**src/rtl/wake_req_ctrl_pkg.sv**
```systemverilog
// Shared types and default constants for the wake request controller.
package wake_req_ctrl_pkg;

  typedef enum logic [2:0] {
    SLEEP     = 3'd0,
    WAKE_REQ  = 3'd1,
    ISSUE     = 3'd2,
    BUSY_WAIT = 3'd3,
    IDLE      = 3'd4
  } wake_state_e;

  localparam int unsigned DEF_DATA_W       = 8;
  localparam int unsigned DEF_FIFO_DEPTH   = 4;
  localparam int unsigned DEF_BUSY_GUARD   = 40;
  localparam int unsigned DEF_IDLE_CYCLES  = 16;
  localparam int unsigned DEF_WAKE_TIMEOUT = 64;

  localparam int unsigned INSTR_CNT_W = 16;
  localparam int unsigned WAKE_CNT_W  = 16;
  localparam int unsigned DROP_CNT_W  = 8;

endpackage

```
**src/rtl/wake_evt_fifo.sv**
```systemverilog
// Small synchronous event FIFO with occupancy count; synchronous active-low reset.
module wake_evt_fifo
  import wake_req_ctrl_pkg::*;
#(
  parameter int unsigned DATA_W = DEF_DATA_W,
  parameter int unsigned DEPTH  = DEF_FIFO_DEPTH
) (
  input  logic                       clk,
  input  logic                       resetn,
  input  logic                       push,
  input  logic                       pop,
  input  logic [DATA_W-1:0]          din,
  output logic [DATA_W-1:0]          dout,
  output logic [$clog2(DEPTH):0]     level,
  output logic                       full,
  output logic                       empty
);

  localparam int unsigned PTR_W = $clog2(DEPTH);
  localparam int unsigned LVL_W = PTR_W + 1;

  logic [DATA_W-1:0] mem [DEPTH];
  logic [PTR_W-1:0]  wr_ptr;
  logic [PTR_W-1:0]  rd_ptr;
  logic              do_push;
  logic              do_pop;

  assign full    = (level == LVL_W'(DEPTH));
  assign empty   = (level == LVL_W'(0));
  assign do_push = push & ~full;
  assign do_pop  = pop & ~empty;
  assign dout    = mem[rd_ptr];

  // Storage, pointers and occupancy; pointers wrap because DEPTH is a power of 2.
  always_ff @(posedge clk) begin
    if (!resetn) begin
      for (int i = 0; i < int'(DEPTH); i++) begin
        mem[i] <= '0;
      end
      wr_ptr <= '0;
      rd_ptr <= '0;
      level  <= '0;
    end else begin
      if (do_push) begin
        mem[wr_ptr] <= din;
        wr_ptr      <= wr_ptr + PTR_W'(1);
      end
      if (do_pop) begin
        rd_ptr <= rd_ptr + PTR_W'(1);
      end
      case ({do_push, do_pop})
        2'b10:   level <= level + LVL_W'(1);
        2'b01:   level <= level - LVL_W'(1);
        default: level <= level;
      endcase
    end
  end

endmodule

```
**src/rtl/wake_req_ctrl.sv**
```systemverilog
// Initiator side of the core sleep/wake handshake: buffers events, wakes the core, issues pulses.
// Optional statistics outputs are built when WAKE_REQ_CTRL_STATS_EN is defined.
module wake_req_ctrl
  import wake_req_ctrl_pkg::*;
#(
  parameter int unsigned DATA_W       = DEF_DATA_W,
  parameter int unsigned FIFO_DEPTH   = DEF_FIFO_DEPTH,
  parameter int unsigned BUSY_GUARD   = DEF_BUSY_GUARD,
  parameter int unsigned IDLE_CYCLES  = DEF_IDLE_CYCLES,
  parameter int unsigned WAKE_TIMEOUT = DEF_WAKE_TIMEOUT
) (
  input  logic                          clk_ungated_i,
  input  logic                          resetn,
  input  logic                          evt_valid_i,
  input  logic [DATA_W-1:0]             evt_data_i,
  output logic                          evt_ready_o,
  input  logic                          core_sleep_i,
  input  logic                          core_busy_i,
  output logic                          wake_from_sleep_o,
  output logic                          new_ascii_instr_o,
  output logic [DATA_W-1:0]             instr_data_o,
  output logic [$clog2(FIFO_DEPTH):0]   fifo_level_o,
  output logic                          wake_err_o
`ifdef WAKE_REQ_CTRL_STATS_EN
  ,
  output logic [INSTR_CNT_W-1:0]        instr_count_o,
  output logic [WAKE_CNT_W-1:0]         wake_count_o,
  output logic [DROP_CNT_W-1:0]         drop_count_o
`endif
);

  localparam int unsigned GRD_W = $clog2(BUSY_GUARD + 1);
  localparam int unsigned IDL_W = $clog2(IDLE_CYCLES + 1);
  localparam int unsigned TMO_W = $clog2(WAKE_TIMEOUT + 1);
  localparam logic [GRD_W-1:0] GRD_MAX  = GRD_W'(BUSY_GUARD);
  localparam logic [IDL_W-1:0] IDL_LAST = IDL_W'(IDLE_CYCLES - 1);
  localparam logic [TMO_W-1:0] TMO_LAST = TMO_W'(WAKE_TIMEOUT - 1);

  wake_state_e       state;
  wake_state_e       state_nxt;
  logic [GRD_W-1:0]  guard_cnt;
  logic [GRD_W-1:0]  guard_nxt;
  logic [GRD_W-1:0]  guard_inc;
  logic [IDL_W-1:0]  idle_cnt;
  logic [IDL_W-1:0]  idle_nxt;
  logic [TMO_W-1:0]  tmo_cnt;
  logic [TMO_W-1:0]  tmo_nxt;
  logic              err_set;
  logic              push;
  logic              pop;
  logic              full;
  logic              empty;
  logic              has_evt;
  logic [DATA_W-1:0] head;

  assign evt_ready_o = ~full;
  assign push        = evt_valid_i & ~full;
  assign has_evt     = ~empty;

  wake_evt_fifo #(
    .DATA_W (DATA_W),
    .DEPTH  (FIFO_DEPTH)
  ) u_fifo (
    .clk    (clk_ungated_i),
    .resetn (resetn),
    .push   (push),
    .pop    (pop),
    .din    (evt_data_i),
    .dout   (head),
    .level  (fifo_level_o),
    .full   (full),
    .empty  (empty)
  );

  // Next-state, counter updates and FIFO pop; an unexpected re-gate always returns to WAKE_REQ.
  always_comb begin
    state_nxt = state;
    guard_nxt = guard_cnt;
    idle_nxt  = idle_cnt;
    tmo_nxt   = '0;
    err_set   = 1'b0;
    pop       = 1'b0;
    guard_inc = (guard_cnt == GRD_MAX) ? guard_cnt : guard_cnt + GRD_W'(1);
    case (state)
      SLEEP: begin
        if (has_evt) state_nxt = WAKE_REQ;
        else         state_nxt = SLEEP;
      end
      WAKE_REQ: begin
        tmo_nxt = (tmo_cnt == TMO_LAST) ? tmo_cnt : tmo_cnt + TMO_W'(1);
        if (!core_sleep_i) begin
          if (has_evt) begin
            state_nxt = ISSUE;
          end else begin
            state_nxt = IDLE;
            idle_nxt  = '0;
          end
        end else if (tmo_cnt == TMO_LAST) begin
          err_set = 1'b1;
        end else begin
          state_nxt = WAKE_REQ;
        end
      end
      ISSUE: begin
        if (core_sleep_i) begin
          state_nxt = WAKE_REQ;
        end else begin
          pop       = 1'b1;
          guard_nxt = '0;
          state_nxt = BUSY_WAIT;
        end
      end
      BUSY_WAIT: begin
        if (core_sleep_i) begin
          state_nxt = WAKE_REQ;
        end else begin
          guard_nxt = guard_inc;
          if ((guard_inc == GRD_MAX) && !core_busy_i) begin
            if (has_evt) begin
              state_nxt = ISSUE;
            end else begin
              state_nxt = IDLE;
              idle_nxt  = '0;
            end
          end else begin
            state_nxt = BUSY_WAIT;
          end
        end
      end
      IDLE: begin
        if (core_sleep_i)                state_nxt = WAKE_REQ;
        else if (has_evt)                state_nxt = ISSUE;
        else if (core_busy_i)            idle_nxt  = '0;
        else if (idle_cnt == IDL_LAST)   state_nxt = SLEEP;
        else                             idle_nxt  = idle_cnt + IDL_W'(1);
      end
      default: state_nxt = SLEEP;
    endcase
  end

  // State, counters and registered handshake outputs.
  always_ff @(posedge clk_ungated_i) begin
    if (!resetn) begin
      state             <= SLEEP;
      guard_cnt         <= '0;
      idle_cnt          <= '0;
      tmo_cnt           <= '0;
      wake_from_sleep_o <= 1'b0;
      new_ascii_instr_o <= 1'b0;
      instr_data_o      <= '0;
      wake_err_o        <= 1'b0;
    end else begin
      state             <= state_nxt;
      guard_cnt         <= guard_nxt;
      idle_cnt          <= idle_nxt;
      tmo_cnt           <= tmo_nxt;
      wake_from_sleep_o <= (state != SLEEP);
      new_ascii_instr_o <= pop;
      instr_data_o      <= pop ? head : instr_data_o;
      wake_err_o        <= wake_err_o | err_set;
    end
  end

`ifdef WAKE_REQ_CTRL_STATS_EN
  // Issue, wake-up and dropped-event statistics; the drop count saturates.
  always_ff @(posedge clk_ungated_i) begin
    if (!resetn) begin
      instr_count_o <= '0;
      wake_count_o  <= '0;
      drop_count_o  <= '0;
    end else begin
      instr_count_o <= instr_count_o + INSTR_CNT_W'(pop);
      wake_count_o  <= wake_count_o + WAKE_CNT_W'((state == SLEEP) && (state_nxt == WAKE_REQ));
      if (evt_valid_i && full && (drop_count_o != {DROP_CNT_W{1'b1}})) begin
        drop_count_o <= drop_count_o + DROP_CNT_W'(1);
      end else begin
        drop_count_o <= drop_count_o;
      end
    end
  end
`endif

endmodule

```
**config.mk**
```make
export PLATFORM = sky130hd
export DESIGN_NAME = wake_req_ctrl
export DESIGN_NICKNAME = d
export VERILOG_FILES = /design/src/rtl/wake_req_ctrl_pkg.sv /design/src/rtl/wake_evt_fifo.sv /design/src/rtl/wake_req_ctrl.sv
export SDC_FILE = /design/constraint.sdc
export NUM_CORES = 1
export LEC_CHECK = 0
export ABC_CLOCK_PERIOD_IN_PS = 3590
export BUFFER_PORTS_ARGS = -buffer_cell sky130_fd_sc_hd__buf_2
export CORE_MARGIN = 4
export CORE_UTILIZATION = 35
export CTS_CLUSTER_DIAMETER = 40
export DETAILED_ROUTE_END_ITERATION = 6
export GPL_TIMING_DRIVEN = 0
export HOLD_SLACK_MARGIN = 0.12
export PLACE_DENSITY = 0.5
export SETUP_SLACK_MARGIN = 0.4
export SYNTH_ARGS = -nofsm -noshare
export SYNTH_HDL_FRONTEND = slang
export SYNTH_HIERARCHICAL = 1
export SYNTH_SLANG_ARGS = --single-unit
export TNS_END_PERCENT = 10
```
**constraint.sdc**
```tcl
create_clock -name clk_ungated_i -period 3.59 [get_ports clk_ungated_i]
set_input_delay 0.5385 -clock clk_ungated_i [delete_from_list [all_inputs] [get_ports clk_ungated_i]]
set_output_delay 0.5385 -clock clk_ungated_i [all_outputs]
set_load 0.01 [all_outputs]
```
Word-level counts from Yosys, hierarchy flattened
Memories as Yosys holds them, arrays and structs flattened. A register that Yosys moved wholly into a read port is not among the register bits.
Index checks and enable logic that the tools add are counted.
{ "word_totals": {"inputBits": 13, "elab_cells": 97, "regBits": 31, "mem_bits_rw": 32, "out_inout_bits": 15, "memories": 1} }
{ "mem_list": {"columns": ["memory", "words", "word_bits", "read_ports", "rd_clocked_by_memory_dff", "write_ports", "line_no", "rtl"], "rows": [
  ["u_fifo.mem", 4, 8, 1, 1, 4, "wake_evt_fifo.sv:22", "logic [DATA_W-1:0] mem [DEPTH];"]
]} }
{ "classes": {"n_addsub": 7, "reduce_logical": 14, "eq_ne": 21, "mux": 38, "n_bitwise": 6} }
{ "op_table": {"columns": ["operator", "count"], "rows": [
  ["5-bit two-way mux", 8],
  ["3-bit two-way mux", 9],
  ["6-bit two-way mux", 3],
  ["3-bit one-hot mux with 5 select lines", 1],
  ["5-bit one-hot mux with 3 select lines", 1],
  ["6-bit equality test, second input constant", 2],
  ["2-bit inequality test, second input constant", 6],
  ["6-bit one-hot mux with 2 select lines", 1],
  ["1-bit two-way mux", 11],
  ["8-bit two-way mux", 1],
  ["4-bit inequality test, second input constant", 2],
  ["8-bit OR reduction", 1],
  ["7-bit by 1-bit adder with 7-bit output, second input constant", 1],
  ["7-bit by 6-bit equality test with 1-bit output, second input constant", 1],
  ["7-bit AND reduction", 1],
  ["6-bit by 1-bit adder with 6-bit output, second input constant", 1],
  ["3-bit by 2-bit equality test with 1-bit output, second input constant", 2],
  ["3-bit equality test, second input constant", 2],
  ["3-bit zero test", 2],
  ["3-bit inequality test, second input constant", 2],
  ["3-bit one-hot mux with 2 select lines", 1],
  ["3-bit AND reduction", 2],
  ["3-bit nonzero test", 2],
  ["5-bit by 1-bit adder with 5-bit output, second input constant", 1],
  ["15 further kinds", 22]
]} }

Logic depth before layout (Yosys ltp)
{ "depth": {"depth_word": 9, "depth_mapped": 12, "depth_no_buf": 11} }

Cells and area by module
Netlist, hierarchy kept.
{ "modules_own_cells": {"columns": ["module", "cells_per_inst", "instances", "area_each_um2", "seq_area_each_um2"], "rows": [
  ["wake_evt_fifo", 130, 1, 1869.3, 1141.1],
  ["wake_req_ctrl", 199, 1, 1671.6, 640.6]
]} }

Least setup slack after synthesis
No wires, ideal clock.
{ "synth_path": {"path_type": "input -> register", "start": "in core_sleep_i", "end": "reg u_fifo.level[2]", "cell_stages": 11, "t_required_ns": 3.514, "setup_slack_ns": 0.923, "t_arrival_ns": 2.592, "setup_ns": 0.076, "path_cell_list": "nor3b_1 nand2b_1 buf_2 inv_2 nor2b_1 ha_1 inv_1 fa_1 xor2_1 or3_1 a21boi_0"} }
{ "synth_via": {"elab_chain_cells": 5, "elab_cells_between_ends": 7, "classes_between": "eq/ne (2); mux (3); bitwise (1); reduce/logical (1)"} }
{ "synth_rtl": {"columns": ["item", "line_no", "rtl"], "rows": [
  ["from (decl)", "wake_req_ctrl.sv:17", "input logic core_sleep_i,"],
  ["1-bit two-way mux *", "wake_req_ctrl.sv:105", "if (core_sleep_i) begin"],
  ["1-bit two-way mux *", "wake_req_ctrl.sv:84", "case (state)"],
  ["named net pop", "wake_req_ctrl.sv:50", "logic pop;"],
  ["1-bit bitwise AND *", "wake_evt_fifo.sv:31", "assign do_pop = pop & ~empty;"],
  ["named net u_fifo.do_pop", "wake_evt_fifo.sv:26", "logic do_pop;"],
  ["2-bit by 1-bit equality test with 1-bit output or 2-bit equality test (tied branches)", "wake_evt_fifo.sv:51", "case ({do_push, do_pop})"],
  ["3-bit one-hot mux with 2 select lines or 2-bit nonzero test (tied branches)", null, null],
  ["to (signal assigned)", "wake_evt_fifo.sv:52", "2'b10: level <= level + LVL_W'(1);"],
  ["to (signal assigned)", "wake_evt_fifo.sv:53", "2'b01: level <= level - LVL_W'(1);"],
  ["to (signal assigned)", "wake_evt_fifo.sv:54", "default: level <= level;"],
  ["to (decl)", "wake_evt_fifo.sv:14", "output logic [$clog2(DEPTH):0] level,"]
]} }
Mark *: on every way through the listed nets, which the timed path passes. The rest lies on a longest branch.
A chain may end at the register's enable or synchronous reset.

Worst setup path in the final report
{ "layout_path": {"start": "reg state[1]", "end": "reg u_fifo.level[2]"} }
{ "layout_via": {"elab_chain_cells": 5, "elab_cells_between_ends": 7, "classes_between": "eq/ne (3); mux (2); bitwise (1); reduce/logical (1)"} }
{ "layout_rtl": {"columns": ["item", "line_no", "rtl"], "rows": [
  ["from (decl)", "wake_req_ctrl.sv:39", "wake_state_e state;"],
  ["from (signal assigned)", "wake_req_ctrl.sv:153", "state <= state_nxt;"],
  ["3-bit by 2-bit equality test with 1-bit output *", "wake_req_ctrl.sv:84", null],
  ["1-bit two-way mux *", "wake_req_ctrl.sv:84", null],
  ["named net pop", "wake_req_ctrl.sv:50", null],
  ["1-bit bitwise AND *", "wake_evt_fifo.sv:31", null],
  ["named net u_fifo.do_pop", "wake_evt_fifo.sv:26", null],
  ["2-bit by 1-bit equality test with 1-bit output or 2-bit equality test (tied branches)", "wake_evt_fifo.sv:51", null],
  ["3-bit one-hot mux with 2 select lines or 2-bit nonzero test (tied branches)", null, null]
]} }
Marked as above.

==> impl_metrics.py <==
metrics = {
    "status": {
        "status": "finished clean",
    },
    "timing": {
        "slew_viol_final": 0,
        "fin_crit_sh_pct": 81.1,
        "fmax_mhz": 344,
        "holdWs_ns": 0.448,
        "fin_ws_ns": 0.679,
        "fin_tns_setup_ns": 0,
        "setup_viol": 0,
        "max_slew_margin_pct": 31.3,
        "skew_ns": 0.0101,
        "worst_pin_slew_ns": 1.02,
        "min_period_ns": 2.91,
        "finalHoldViolations": 0,
        "grt_setup_unrepaired": "no",
    },
    "synthesis": {
        "yosys_warnings": 6,
        "synth_top_area_share_pct": 27.1,
        "ys_seq_elements": 73,
        "yosysTopAreaCell": "edfxtp_1",
        "netlist-cell-type-count": 63,
        "synth_cells": 329,
        "synth_top_cells_by_area": "edfxtp_1 27%, dfxtp_1 23%, and2_1 5.5%",
        "syn_area_per_cell_um2": 10.8,
        "ys.flop_type": "dfxtp_1",
        "synthArstFlopShare_pct": 0,
        "netlist_area_um2": 3540,
        "syn-num-nets": 349,
        "synth-seq-area-share_pct": 50.3,
        "synth_edf_count": 32,
    },
    "detailed_routing": {
        "drtIter0Drc": 90,
        "postRouteAntennaNets": 0,
        "post_drt_wl_per_cell_um": 14.4,
        "num_vias": 2501,
        "totalWireLength_mm": 7.28,
        "drc": 0,
        "drtPass1Iterations": 4,
        "vias_per_cell": 4.95,
    },
    "cells_and_area": {
        "fillers": 1004,
        "antenna_cells": 0,
        "fin_nets": 387,
        "layout.area.seq_um2": 1780,
        "layout-drive-gt1-share_pct": 19.4,
        "area_delta_synth_final_pct": 13.7,
        "multi_input_area_um2": 1640,
    },
    "clock_tree": {
        "numCtsBuffers": 9,
        "clk_pin_slew_ns": 0.08,
        "htree_levels": 3,
        "cts_tree": "done",
        "cts_sinks": 73,
        "clk_latency_ns": 0.34,
        "cts_root_buffer": "clkbuf_8",
        "cts_buffer_depth": 2,
        "cts_setup_buffers": 0,
    },
    "setup_path": {
        "start_kind": "flip-flop",
        "criticalPathCategory": "flip-flop to flip-flop",
        "arrival_ns": 3.18,
        "cp_common_cell": "buf_2",
        "cp_num_buf_inv": 4,
        "crit_fanout": 12,
        "path_cells": "buf_2 > nor3b_2 > nand2b_1 > buf_2 > inv_2 > nor2b_1 > ha_1 > inv_1 > fa_1 > xor2_1 > or3_1 > a21boi_0",
        "critPathCaptureType": "flip-flop",
        "path_delay_family": "simple AND/OR/NAND/NOR gates",
        "slowest_delay_ns": 0.38,
        "worstPathRequired_ns": 3.86,
        "crit_slowest_cell": "fa_1",
    },
    "floorplan": {
        "start_util_pct": 36.1,
        "die_h_um": 109,
        "die_area_um2": 11800,
        "rows": 36,
        "core_um2": 9820,
        "die_x_um": 109,
        "ios": 28,
    },
    "power": {
        "p_per_area_nw_per_um2": 409,
        "ir_drop_v": 0.000185,
        "p_leak_nw": 1.53,
    },
    "placement": {
        "dp_hpwl_mm": 5.09,
        "dp_slack_ns": 0.342,
        "port-buffer-count": 27,
        "gp_congestion": 0.815,
    },
    "global_route": {
        "grt.total_usage_pct": 13.6,
        "grt_max_degree": 14,
        "antenna_found_initial": 0,
        "grt_pass1_vias": 2479,
        "grt-ovfl-total": 0,
        "grt_pass1_wl_mm": 12.4,
    },
    "flow_run": {
        "max_cap_violations": 0,
    },
    "hold_path": {
        "min_path_type": "flip-flop to flip-flop",
    },
}
-- flip-flops by register name (all words and copies together) (netlist names), named ones only --
name / flops
guard_cnt: 6
idle_cnt: 5
instr_data_o: 8
new_ascii_instr_o: 1
state: 3
tmo_cnt: 7
u_fifo/level: 3
u_fifo/mem: 32
u_fifo/rd_ptr: 2
u_fifo/wr_ptr: 2
wake_err_o: 1
wake_from_sleep_o: 1
-- cell usage in the layout (no fill, tap or decap), drive strengths merged, types with 3 or more instances in the layout --
cell,netlist,final
dfxtp,41,41
nand2,38,38
buf,11,38
edfxtp,32,32
and2,32,32
clkbuf,6,16
and3,14,14
o21ai,14,14
a21boi,13,13
nor2,11,11
inv,10,11
nand3,9,9
nor2b,8,8
mux4,8,8
nand2b,6,6
ha,6,6
a21oi,5,5
or3,5,5
nor3,4,4
o211ai,4,4
xnor2,3,3
a31oi,3,3
xor2,3,3
o21a,3,3
a22oi,3,3
nor3b,3,3
clkinvlp,0,3
nor4b,3,3
-- worst register-to-register path, cell delays in order, from the launching register on --
cell and delay (ns):
dfxtp_1 0.32, buf_2 0.20, nor3b_2 0.35, nand2b_1 0.08
buf_2 0.19, inv_2 0.20, nor2b_1 0.23, ha_1 0.22
inv_1 0.06, fa_1 0.38, xor2_1 0.16, or3_1 0.30
a21boi_0 0.15
-- power breakdown --
part | leakage [nW] | switching (mW) | total, mW | internal, mW
Sequential | 0.667 | 0.0188 | 0.924 | 0.905
Combinational | 0.780 | 0.0927 | 0.159 | 0.0666
Clock | 0.0788 | 0.312 | 0.563 | 0.251
Total | 1.53 | 0.423 | 1.65 | 1.22
-- synth_stat cells (all sizes together) (4+ instances only) --
library cell   n
ha             6
a21boi        13
nor3           4
nand3          9
o21ai         14
dfxtp         41
or3            5
and2          32
a21oi          5
nand2b         6
mux4           8
o211ai         4
buf           11
and3          14
edfxtp        32
nor2          11
inv           10
clkbuf         6
nor2b          8
nand2         38
-- what timing repair did --
action | in CTS | in global routing
hold buffers | 0 | 0
resized for setup | 0 | 1
setup endpoints to repair | 0 | 1
-- worst paths after layout --
| kind | from | slack, ns | cells past startpoint | end |
|---|---|---|---|---|
| worst max register to register | state[1]$_SDFFE_PN0P_ | 0.68 | 12 | u_fifo/level[2]$_SDFFE_PN0P_ |
| worst min-delay path | tmo_cnt[6]$_SDFFE_PN0P_ | 0.45 | 2 | tmo_cnt[6]$_SDFFE_PN0P_ |
| worst max-delay path | state[1]$_SDFFE_PN0P_ | 0.68 | 12 | u_fifo/level[2]$_SDFFE_PN0P_ |
| worst min register to register | tmo_cnt[6]$_SDFFE_PN0P_ | 0.45 | 2 | tmo_cnt[6]$_SDFFE_PN0P_ |
-- per-stage QoR --
stage | area [um2] | std cells | power (mW) | utilization [%]
global placement | 3840 | 489 | 1.10 | 39.1
CTS | 4020 | 505 | 1.67 | 41.0
global route | 4030 | 505 | 1.73 | 41.0
detailed placement | 3850 | 489 | 1.10 | 39.2
floorplan | 3540 | 329 | 1.05 | -
finish | 4030 | 505 | 1.65 | 41.0
-- kinds of logic after synthesis --
family	share of synthesized area (%)
flip-flops	50.3
buffers and inverters	3.71
multiplexers	5.65
AND/OR/NAND/NOR	24.2
AO/OA/AOI/OAI	11.9
XOR/XNOR	1.48
adder cells (fa/ha/maj)	2.69
-- layer usage --
layer / global-route usage (%) / routed length, um / share of wire (%)
met5: 0 / 0 / 0
met4: 3.79 / 76 / 1.0
met3: 3.82 / 280 / 3.8
met2: 23.5 / 3590 / 49
met1: 16.7 / 3330 / 46
-- final cells by class --
class | instances | area share [%]
Buffer | 17 | 2.33
Clock buffer | 10 | 3.17
Clock inverter | 6 | 1.06
Inverter | 10 | 0.932
Multi-Input combinational cell | 229 | 40.8
Sequential cell | 73 | 44.2
Tap cell | 133 | 4.13
Timing Repair Buffer | 27 | 3.36
(Power assumes the default switching activity.)
